**config.mk**
```make
export PLATFORM = sky130hd
export DESIGN_NAME = usb_hid_report_rx
export DESIGN_NICKNAME = d
export VERILOG_FILES = /design/src/rtl/boreal_hid_pkg.sv /design/src/rtl/hid_frame_watchdog.sv /design/src/rtl/usb_hid_report_rx.sv
export SDC_FILE = /design/constraint.sdc
export NUM_CORES = 1
export LEC_CHECK = 0
export ABC_AREA = 1
export CAP_MARGIN = 20
export CORE_MARGIN = 2
export CORE_UTILIZATION = 29
export CTS_CLUSTER_DIAMETER = 120
export DETAILED_ROUTE_END_ITERATION = 10
export PLACE_DENSITY_LB_ADDON = 0.05
export SLEW_MARGIN = 25
export SYNTH_ARGS = -nofsm -noshare
export SYNTH_HDL_FRONTEND = slang
export SYNTH_SLANG_ARGS = --single-unit
export TNS_END_PERCENT = 30
```
**constraint.sdc**
```tcl
create_clock -name clk -period 6.61 [get_ports clk]
set_input_delay 1.322 -clock clk [delete_from_list [all_inputs] [get_ports clk]]
set_output_delay 1.322 -clock clk [all_outputs]
set_load 0.05 [all_outputs]
```
**src/rtl/boreal_hid_pkg.sv**
```systemverilog
// Shared definitions for the Boreal 8-byte HID report: byte map, CRC8 step, receiver FSM states.
package boreal_hid_pkg;

  localparam int HID_REPORT_BYTES = 8;

  localparam int IDX_BUTTONS  = 0;
  localparam int IDX_DX       = 1;
  localparam int IDX_DY       = 2;
  localparam int IDX_SAFETY   = 3;
  localparam int IDX_FRAME_ID = 4;
  localparam int IDX_STATUS   = 5;
  localparam int IDX_CRC      = 6;
  localparam int IDX_RSVD     = 7;

  localparam logic [7:0] CRC8_POLY = 8'h07;

  typedef enum logic [1:0] {IDLE, RECV, CHECK} hid_rx_state_e;

  // One byte of MSB-first CRC8 (no reflection, no final xor).
  function automatic logic [7:0] crc8_step8(input logic [7:0] crc, input logic [7:0] data);
    logic [7:0] c;
    c = crc ^ data;
    for (int i = 0; i < 8; i++) begin
      c = c[7] ? ((c << 1) ^ CRC8_POLY) : (c << 1);
    end
    return c;
  endfunction

endpackage

```
**src/rtl/hid_frame_watchdog.sv**
```systemverilog
// Link watchdog: counts 1kHz ticks since the last good frame and drops link_ok when the link goes stale.
module hid_frame_watchdog #(
  parameter int STALE_TICKS = 5
) (
  input  logic clk,
  input  logic rst,
  input  logic tick_i,
  input  logic good_i,
  output logic link_ok_o
);

  localparam int TICK_W = $clog2(STALE_TICKS + 1);

  logic [TICK_W-1:0] ticks_q, ticks_d;
  logic              link_ok_q, link_ok_d;

  // NOTE: every always_comb output gets a default first, so no path leaves it unassigned (no latch).
  always_comb begin
    ticks_d   = ticks_q;
    link_ok_d = link_ok_q;
    if (good_i) begin
      ticks_d   = '0;
      link_ok_d = 1'b1;
    end else if (tick_i && link_ok_q) begin
      if (ticks_q == TICK_W'(STALE_TICKS - 1)) begin
        ticks_d   = '0;
        link_ok_d = 1'b0;
      end else begin
        ticks_d = ticks_q + TICK_W'(1);
      end
    end
  end

  // NOTE: state registers use non-blocking assignments so all flops update together at the edge.
  always_ff @(posedge clk) begin
    if (rst) begin
      ticks_q   <= '0;
      link_ok_q <= 1'b0;
    end else begin
      ticks_q   <= ticks_d;
      link_ok_q <= link_ok_d;
    end
  end

  assign link_ok_o = link_ok_q;

endmodule

```
**src/rtl/usb_hid_report_rx.sv**
```systemverilog
// Byte-serial Boreal HID report receiver: reassembles 8-byte frames, checks CRC8/format/sequence,
// and presents the last good report, zeroing motion while the link is stale.
module usb_hid_report_rx
  import boreal_hid_pkg::*;
#(
  parameter int BYTE_TIMEOUT = 64,
  parameter int STALE_TICKS  = 5,
  parameter int CNT_W        = 16
) (
  input  logic              clk,
  input  logic              rst,
  input  logic              tick_1khz,
  input  logic [7:0]        rx_data,
  input  logic              rx_valid,
  input  logic              rx_sof,
  output logic [1:0]        buttons,
  output logic signed [7:0] dx,
  output logic signed [7:0] dy,
  output logic [3:0]        safety_flags,
  output logic [7:0]        frame_id,
  output logic [2:0]        symbolic_state,
  output logic              pkt_valid,
  output logic              crc_err,
  output logic              fmt_err,
  output logic              abort_err,
  output logic              seq_gap,
  output logic [CNT_W-1:0]  missed_cnt,
  output logic [CNT_W-1:0]  err_cnt,
  output logic              link_ok
);

  localparam int GAP_W = $clog2(BYTE_TIMEOUT + 1);
  localparam int IDX_W = $clog2(HID_REPORT_BYTES);

  hid_rx_state_e    state_q, state_d;
  logic [IDX_W-1:0] idx_q, idx_d, wr_idx;
  logic [GAP_W-1:0] gap_q, gap_d;
  logic [7:0]       crc_q, crc_d;
  logic             wr_en;
  logic [7:0]       byte_q [HID_REPORT_BYTES-1];

  logic [1:0]       buttons_q, buttons_d;
  logic [7:0]       dx_q, dx_d, dy_q, dy_d, id_q, id_d;
  logic [3:0]       safety_q, safety_d;
  logic [2:0]       sym_q, sym_d;
  logic             pkt_valid_q, pkt_valid_d, crc_err_q, crc_err_d, fmt_err_q, fmt_err_d;
  logic             abort_q, abort_d, seq_gap_q, seq_gap_d;
  logic [CNT_W-1:0] missed_q, missed_d, err_q, err_d;
  logic [CNT_W:0]   missed_sum, err_sum;
  logic [7:0]       exp_id, skipped;
  logic             crc_bad, fmt_bad, good, link_ok_w;

  always_comb begin
    state_d     = state_q;
    idx_d       = idx_q;
    gap_d       = gap_q;
    crc_d       = crc_q;
    wr_en       = 1'b0;
    wr_idx      = idx_q;
    good        = 1'b0;
    pkt_valid_d = 1'b0;
    crc_err_d   = 1'b0;
    fmt_err_d   = 1'b0;
    abort_d     = 1'b0;
    seq_gap_d   = 1'b0;
    buttons_d   = buttons_q;
    dx_d        = dx_q;
    dy_d        = dy_q;
    safety_d    = safety_q;
    id_d        = id_q;
    sym_d       = sym_q;
    missed_d    = missed_q;
    err_d       = err_q;
    exp_id      = id_q + 8'd1;
    skipped     = byte_q[IDX_FRAME_ID] - exp_id;
    missed_sum  = {1'b0, missed_q} + (CNT_W + 1)'(skipped);
    err_sum     = {1'b0, err_q} + (CNT_W + 1)'(1);
    crc_bad     = (crc_q != byte_q[IDX_CRC]);
    // The reserved byte is never stored; it is judged as it arrives.
    fmt_bad     = (|byte_q[IDX_BUTTONS][7:2]) | (|byte_q[IDX_SAFETY][7:4]) |
                  (|byte_q[IDX_STATUS][7:3]) | (|rx_data);

    case (state_q)
      IDLE: begin
        if (rx_valid && rx_sof) begin
          wr_en   = 1'b1;
          wr_idx  = '0;
          crc_d   = crc8_step8(8'h00, rx_data);
          idx_d   = IDX_W'(1);
          gap_d   = '0;
          state_d = RECV;
        end
      end
      RECV: begin
        if (rx_valid) begin
          gap_d = '0;
          if (rx_sof) begin
            abort_d = 1'b1;
            wr_en   = 1'b1;
            wr_idx  = '0;
            crc_d   = crc8_step8(8'h00, rx_data);
            idx_d   = IDX_W'(1);
          end else if (idx_q == IDX_W'(IDX_RSVD)) begin
            state_d = CHECK;
            if (crc_bad) begin
              crc_err_d = 1'b1;
            end else if (fmt_bad) begin
              fmt_err_d = 1'b1;
            end else begin
              good        = 1'b1;
              pkt_valid_d = 1'b1;
              buttons_d   = byte_q[IDX_BUTTONS][1:0];
              dx_d        = byte_q[IDX_DX];
              dy_d        = byte_q[IDX_DY];
              safety_d    = byte_q[IDX_SAFETY][3:0];
              id_d        = byte_q[IDX_FRAME_ID];
              sym_d       = byte_q[IDX_STATUS][2:0];
              // Sequence checking is armed exactly while the link is up.
              if (link_ok_w && (byte_q[IDX_FRAME_ID] != exp_id)) begin
                seq_gap_d = 1'b1;
                missed_d  = missed_sum[CNT_W] ? '1 : missed_sum[CNT_W-1:0];
              end
            end
          end else begin
            wr_en = 1'b1;
            if (idx_q < IDX_W'(IDX_CRC)) crc_d = crc8_step8(crc_q, rx_data);
            idx_d = idx_q + IDX_W'(1);
          end
        end else if (gap_q == GAP_W'(BYTE_TIMEOUT - 1)) begin
          abort_d = 1'b1;
          gap_d   = '0;
          state_d = IDLE;
        end else begin
          gap_d = gap_q + GAP_W'(1);
        end
      end
      CHECK:   state_d = IDLE;
      default: state_d = IDLE;
    endcase

    if (crc_err_d || fmt_err_d || abort_d) begin
      err_d = err_sum[CNT_W] ? err_q : err_sum[CNT_W-1:0];
    end
  end

  always_ff @(posedge clk) begin
    if (rst) begin
      state_q     <= IDLE;
      idx_q       <= '0;
      gap_q       <= '0;
      crc_q       <= '0;
      buttons_q   <= '0;
      dx_q        <= '0;
      dy_q        <= '0;
      safety_q    <= '0;
      id_q        <= '0;
      sym_q       <= '0;
      pkt_valid_q <= 1'b0;
      crc_err_q   <= 1'b0;
      fmt_err_q   <= 1'b0;
      abort_q     <= 1'b0;
      seq_gap_q   <= 1'b0;
      missed_q    <= '0;
      err_q       <= '0;
    end else begin
      state_q     <= state_d;
      idx_q       <= idx_d;
      gap_q       <= gap_d;
      crc_q       <= crc_d;
      buttons_q   <= buttons_d;
      dx_q        <= dx_d;
      dy_q        <= dy_d;
      safety_q    <= safety_d;
      id_q        <= id_d;
      sym_q       <= sym_d;
      pkt_valid_q <= pkt_valid_d;
      crc_err_q   <= crc_err_d;
      fmt_err_q   <= fmt_err_d;
      abort_q     <= abort_d;
      seq_gap_q   <= seq_gap_d;
      missed_q    <= missed_d;
      err_q       <= err_d;
    end
  end

  // NOTE: the byte buffer has no reset; it is only read after the FSM has rewritten it for the frame.
  always_ff @(posedge clk) begin
    if (wr_en) byte_q[wr_idx] <= rx_data;
  end

  hid_frame_watchdog #(
    .STALE_TICKS(STALE_TICKS)
  ) u_watchdog (
    .clk      (clk),
    .rst      (rst),
    .tick_i   (tick_1khz),
    .good_i   (good),
    .link_ok_o(link_ok_w)
  );

  assign link_ok        = link_ok_w;
  assign buttons        = link_ok_w ? buttons_q : 2'b00;
  assign dx             = link_ok_w ? dx_q : 8'sd0;
  assign dy             = link_ok_w ? dy_q : 8'sd0;
  assign safety_flags   = safety_q;
  assign frame_id       = id_q;
  assign symbolic_state = sym_q;
  assign pkt_valid      = pkt_valid_q;
  assign crc_err        = crc_err_q;
  assign fmt_err        = fmt_err_q;
  assign abort_err      = abort_q;
  assign seq_gap        = seq_gap_q;
  assign missed_cnt     = missed_q;
  assign err_cnt        = err_q;

endmodule
```
# Yosys cells after proc, flatten, opt, wreduce, memory -nomap -nowiden
# Memories as Yosys holds them, arrays and structs flattened. A register that Yosys moved wholly into a read port is not among the register bits.
# Index checks and enable logic that the tools add are counted.
# totals
ff_bits	78
mem_bits_rw	56
input_bits	13
word_cells	167
n_memories	1
# memory_table
memory	depth	word_bits	rd	rd_clocked_by_memory_dff	wr	line_no	rtl
byte_q	7	8	7	2	1	usb_hid_report_rx.sv:40	logic [7:0] byte_q [HID_REPORT_BYTES-1];
# classes
add_sub_neg	7
magnitude_cmp	1
n_eq_ne	13
mux	78
bitwise_logic	27
reduce_logical	23
# op_table
cell	n
3-bit 2-to-1 mux	24
8-bit 2-to-1 mux	7
3-bit NOT	16
1-bit 2-to-1 mux	31
7-bit 2-to-1 mux	3
16-bit by 1-bit adder with 17-bit output, second input constant	1
16-bit by 8-bit adder with 17-bit output	1
16-bit 2-to-1 mux	1
8-bit != test	2
8-bit one-hot mux with 2 select lines	1
3-bit != test, second input constant	5
7-bit one-hot mux with 2 select lines	1
2-bit 2-to-1 mux	6
3-bit one-hot mux with 2 select lines	2
8-bit by 1-bit adder with 8-bit output, second input constant	1
4-bit AND reduction	2
8-bit OR reduction	1
8-bit subtractor	1
8-bit XOR	1
7-bit by 1-bit adder with 7-bit output, second input constant	1
7-bit by 6-bit equality test with 1-bit output, second input constant	1
1-bit NOT	7
7-bit AND reduction	1
7-bit OR reduction	1
other kinds (19)	31

# Depth between registers and ports, before layout
# logic_depth
ltp_word	22
depth_mapped	22

# Hierarchy
# A second synthesis with hierarchy kept.
# unflattened
hier_cells	1006
area_unflattened_um2	7988.9
# modules_own_cells
mod	n_inst	cells_per_inst	area_per_inst_um2	seq_area_each_um2
usb_hid_report_rx	1	974	7766.2	3483.3
hid_frame_watchdog	1	32	222.7	80.1

# Worst setup path after synthesis
# No wires, ideal clock.
# synth_path
path_kind	reg2reg
from	register id_q[1], in the netlist frame_id[1] (read register of byte_q)
to	register missed_q[10], in the netlist missed_cnt[10]
setup_time_ns	0.140
arrival_ns	3.454
setup_slack_ns	3.017
path_stages_with_launch	19
n_path_buf	0
cell_sequence	dfxtp_1 > ha_1 > nand2_1 > nor2_1 > nand3_1 > xor2_1 > ha_1 > a21oi_1 > o21ai_0 > a21oi_1 > xor2_1 > ha_1 > a21o_1 > o21ai_0 > nand2_1 > nand2_1 > nand3_1 > nand2_1 > a21oi_1
# synth_between
elab_chain_cells	4
# synth_lines
element	line_no	rtl
start, declared	usb_hid_report_rx.sv:43	logic [7:0] dx_q, dx_d, dy_q, dy_d, id_q, id_d;
8-bit by 1-bit adder with 8-bit output (*)	usb_hid_report_rx.sv:74	exp_id = id_q + 8'd1;
8-bit subtractor / 8-bit != test (equally long branches)	usb_hid_report_rx.sv:75, usb_hid_report_rx.sv:119	
16-bit by 8-bit adder with 17-bit output / 1-bit logical AND (equally long branches)	usb_hid_report_rx.sv:76, usb_hid_report_rx.sv:119	
16-bit 2-to-1 mux / 7-bit AND reduction (equally long branches)	n/a	
end signal, assigned	usb_hid_report_rx.sv:181	missed_q <= missed_d;
end, declared	usb_hid_report_rx.sv:48	logic [CNT_W-1:0] missed_q, missed_d, err_q, err_d;
# Mark *: on every way between the ends. The rest lies on a longest branch, timed or not.
# A chain may end at the register's enable or synchronous reset.

# Final worst setup path
# layout_path
from	input port rx_data[2]
to	register id_q[1], in the netlist frame_id[1] (read register of byte_q)
# layout_between
elab_chain_cells	4
# layout_lines
element	line_no	rtl
start, declared	usb_hid_report_rx.sv:13	input logic [7:0] rx_data,
8-bit OR reduction	usb_hid_report_rx.sv:81	(|byte_q[IDX_STATUS][7:3]) | (|rx_data);
1-bit OR	usb_hid_report_rx.sv:81	
1-bit NOT (no line)	n/a	
6-bit AND reduction (no line)	n/a	
# No other way between the ends.

==> run metrics <==
Syn-to-layout area delta=22.90%; timing endpoint of the critical path=frame_id[1]$_SDFFE_PP0P_; Post-Route M1 WL=around 10,000 um; area share of and/or/nand/nor cells after synthesis=0.3083; DRC=0; Max IR drop VDD=~0.13 mV; post-synthesis xor/xnor area fraction=0.05686; Arr. time, crit path=4.35 ns; Worst path most repeated cell=nand2_1; combinational family with the most area after synthesis=simple AND/OR/NAND/NOR gates; metal2 WL=8970 um; hold_buf cts=0; Setup Buffers After CTS=0; share of the cycle needed by the critical path after routing=0.6121; routed length per instance=roughly 14 um; Req. time, crit path=6.92 ns; worst reg2reg path endpoint=missed_cnt[4]$_SDFFE_PP0P_; final estimated routing congestion in global placement=approximately 0.79; share of flip-flops with an asynchronous set or reset=0; crit path launch type=primary input; share of final-layout standard cells stronger than drive strength 1=0.08356; vias in the first global route=roughly 6,300; Post-DP HPWL=between 10,000 and 15,000 um; dpl ws=between 2 and 2.5 ns; max-slew violations=0; number of DRC violations after detailed-routing iteration 0=slightly above 400; worst setup path start=rx_data[2]; worst-margin pin slew=a little over 0.9 ns; Largest delay share family, worst path=buffers and inverters; Max H-tree Level=4; slowest library cell on the worst path=clkdlybuf4s50_1; count of TritonRoute iterations in the first routing pass=5; net total in the final layout=1,140; post-cts resize count=0; hold crit path type=flip-flop to flip-flop; amount of wire on met3 after detailed routing=~470 um; CORE AREA=between 0.02 and 0.03 sq mm; number of cells on the critical path=13; PortBufs=between 80 and 90; total inserted antenna cells=0; remaining antenna violation count after routing=0; Die W=~170 um; Die Ht=168.6 um; P_leak=4.022 nW; worst path setup slack after routing=around 2.6 ns; buffer and inverter count on the worst path=4; number of top-level design ports=84; final setup violating endpoints=0; Sinks on Clock Net=150; pin count of the biggest net entering global routing=38; path type of the worst setup path=primary input to flip-flop; distinct cell type count after synthesis=40; multiplexer fraction of the synthesized cell area=0; share of Yosys cell area claimed by the top area cell type=0.2395; reg-to-reg startpoint=frame_id[1]$_SDFFE_PP0P_; endpoint class of the critical path=flip-flop; global routing usage summed across all routing layers=0.1472; cell type with the largest total area after synthesis=dfxtp_1; drt total wl=roughly 20,000 um; count of flip-flops with a built-in enable after synthesis=56; vias after detailed routing=about 6,400; hold violation total from the final report=0; net count after synthesis=1,053; cell-by-cell listing of the critical path=clkdlybuf4s50_1 > inv_1 > ha_1 > nand2_1 > inv_1 > nand2_1 > nor2_1 > nand2_1 > nor2_1 > nand3_1 > buf_4 > nand3_1 > o21ai_0; number of buffers created by CTS=17; Synth Area in Compound Gates=0.06243; highest cell delay on the worst timing path=approximately 0.76 ns; Die ar.=between 0.02 and 0.03 sq mm; critical path peak fanout=16; first-pass GRT wire length=33,280 um; number of synthesized register bits=150; average size of a mapped cell=between 7 and 8 sq um; maximum clock rate=roughly 250 MHz; TritonCTS clock tree=yes; number of antenna violations at the first check in global routing=0; Register-to-Register Setup Slack=2.93 ns; yosys warns=0; total negative slack for setup checks=0 ns; setup repair after global routing missed its margin=false; Adder-Cell Fraction of Synth Area=0.04491; via/cell ratio=around 4.4; P per Cell Area=around 220 mW/mm^2; final global-route overflow total=0; number of standard-cell rows in the floorplan=60; initial core utilization=0.2931; proportion of synthesized chip area in sequential cells=0.4536; area of the mapped netlist=about 0.0079 sq mm; uppermost signal routing layer after detailed routing=met4; maximum clock skew at final layout=about 0.012 ns; shortest clock period the worst path allows after layout=a little over 4 ns; worst hold path depth=2; most used flip-flop cell after synthesis=dfxtp_1; worst-skew pair later-pin latency=0.42 ns; CTS clock-pin slew for the worst setup and hold paths=approximately 0.070 ns; result of the run=complete, no violations; ranking of synthesized cells by area=dfxtp_1 24%, edfxtp_1 21%, nand2_1 14%, nand3_1 6.1%, inv_1 5.4%; count of max-cap constraint violations=0; number of instances in the synthesized netlist=just over 1,000; maximum count of clock buffers along a single path=2; relative max-transition margin=0.3762; Worst R2R Path Depth=18; CTS Root Cell=clkbuf_16
[layout by cell type (no fill, tap or decap), types with 2 or more instances in the layout]
cell,instances
a21oi_1,44
a21oi_2,10
a22oi_1,2
and2_1,3
buf_4,8
clkbuf_16,18
clkdlybuf4s50_1,82
clkinv_8,2
dfxtp_1,94
edfxtp_1,56
fa_1,2
ha_1,25
inv_1,114
inv_2,8
inv_6,5
inv_8,5
nand2_1,303
nand2_2,16
nand2_4,4
nand3_1,96
nand3_4,2
nand4_1,8
nor2_1,88
nor2_2,3
nor2_4,4
nor3_1,15
nor3_2,3
nor4_1,4
o211ai_1,2
o21ai_0,22
o22ai_1,2
o31ai_1,2
xnor2_1,19
xor2_1,32
[area by class of cell]
type                            count  area [sq um]
Tap cell                          341         426.7
Inverter                          123         461.7
Clock inverter                     14         145.1
Clock buffer                       18         450.4
Timing Repair Buffer               91         885.9
Sequential cell                   150          3563
Fill cell                        2833         17150
Multi-Input combinational cell    717          3722
[stage by stage]
stage | hold slack (ns) | util | cells | power [W] | cell area [sq um]
global route | 0.4524 | 0.3603 | 1454 | 0.002204 | 9656
floorplan | 0.4119 | - | 1013 | 0.001105 | 7856
detailed placement | 0.4195 | 0.3380 | 1422 | 0.001154 | 9060
CTS | 0.4347 | 0.3603 | 1454 | 0.002151 | 9656
global placement | 0.4191 | 0.3379 | 1422 | 0.001154 | 9055
finish | 0.4264 | 0.3603 | 1454 | 0.002111 | 9656
[layer usage]
metal / global-route usage / vias up
met5: 0 / -
met4: 0.04085 / 0
met3: 0.02525 / 14
met2: 0.2374 / 81
met1: 0.2035 / 2902
li1: - / 3432
[Yosys cell counts, types with 2 or more instances]
cell	n
a21oi_1	44
a21oi_2	10
a22oi_1	2
and2_1	3
buf_1	2
buf_2	7
clkbuf_1	12
dfxtp_1	94
edfxtp_1	56
fa_1	2
ha_1	25
inv_1	114
inv_2	8
nand2_1	303
nand2_2	16
nand2_4	4
nand3_1	96
nand3_4	2
nand4_1	8
nor2_1	88
nor2_2	3
nor2_4	4
nor3_1	17
nor4_1	4
o211ai_1	2
o21ai_0	22
o22ai_1	2
o31ai_1	2
xnor2_1	19
xor2_1	32
[worst reg2reg max path, cell delays in order, from the launching register on]
cell	delay, ns
dfxtp_1	0.41
ha_1	0.22
nand2_1	0.06
nor2_1	0.15
nand3_1	0.11
xor2_1	0.16
ha_1	0.34
a21oi_1	0.16
o21ai_0	0.09
a21oi_1	0.14
xor2_1	0.22
ha_1	0.31
a21o_1	0.22
o21ai_0	0.23
nand2_1	0.10
nand2_1	0.32
nand2_4	0.15
nor2_1	0.13
nor2_1	0.04
[power breakdown]
part,switching (W),internal (W)
Sequential,0.0000112,0.000972
Clock,0.000453,0.000528
Combinational,0.0000993,0.0000476
Total,0.000563,0.00155
[cell families after synthesis]
group	count (synthesis)
buffers and inverters	146
AOI/OAI and AO/OA	86
DFF	150
and+or+nand+nor	553
xor gates and xnor gates	51
adders and majority gates	27
[worst min path at each step]
| stage | startpoint | to | slack, ns |
|---|---|---|---|
| final | byte_q[2][5]$_DFFE_PP_ | dy_q[5]$_SDFFE_PP0P_ | 0.43 |
| after global routing | byte_q[2][5]$_DFFE_PP_ | dy_q[5]$_SDFFE_PP0P_ | 0.45 |
| after CTS | byte_q[3][3]$_DFFE_PP_ | safety_flags[3]$_SDFFE_PP0P_ | 0.43 |
| after detailed placement | byte_q[1][3]$_DFFE_PP_ | dx_q[3]$_SDFFE_PP0P_ | 0.42 |
| after global placement | byte_q[1][0]$_DFFE_PP_ | dx_q[0]$_SDFFE_PP0P_ | 0.42 |
| after floorplan | byte_q[0][0]$_DFFE_PP_ | buttons_q[0]$_SDFFE_PP0P_ | 0.41 |
[registers in the layout, summed over array words and instances, names as in the netlist]
| signal | cells |
|---|---|
| missed_cnt | 16 |
| pkt_valid | 1 |
| err_cnt | 16 |
| idx_q | 3 |
| fmt_err | 1 |
| crc_q | 8 |
| seq_gap | 1 |
| symbolic_state | 3 |
| abort_err | 1 |
| frame_id | 8 |
| state_q | 2 |
| dy_q | 8 |
| dx_q | 8 |
| u_watchdog.link_ok_o | 1 |
| safety_flags | 4 |
| u_watchdog.ticks_q | 3 |
| buttons_q | 2 |
| crc_err | 1 |
| byte_q | 56 |
| gap_q | 7 |
Note: power is estimated with default switching activity, not from simulation.
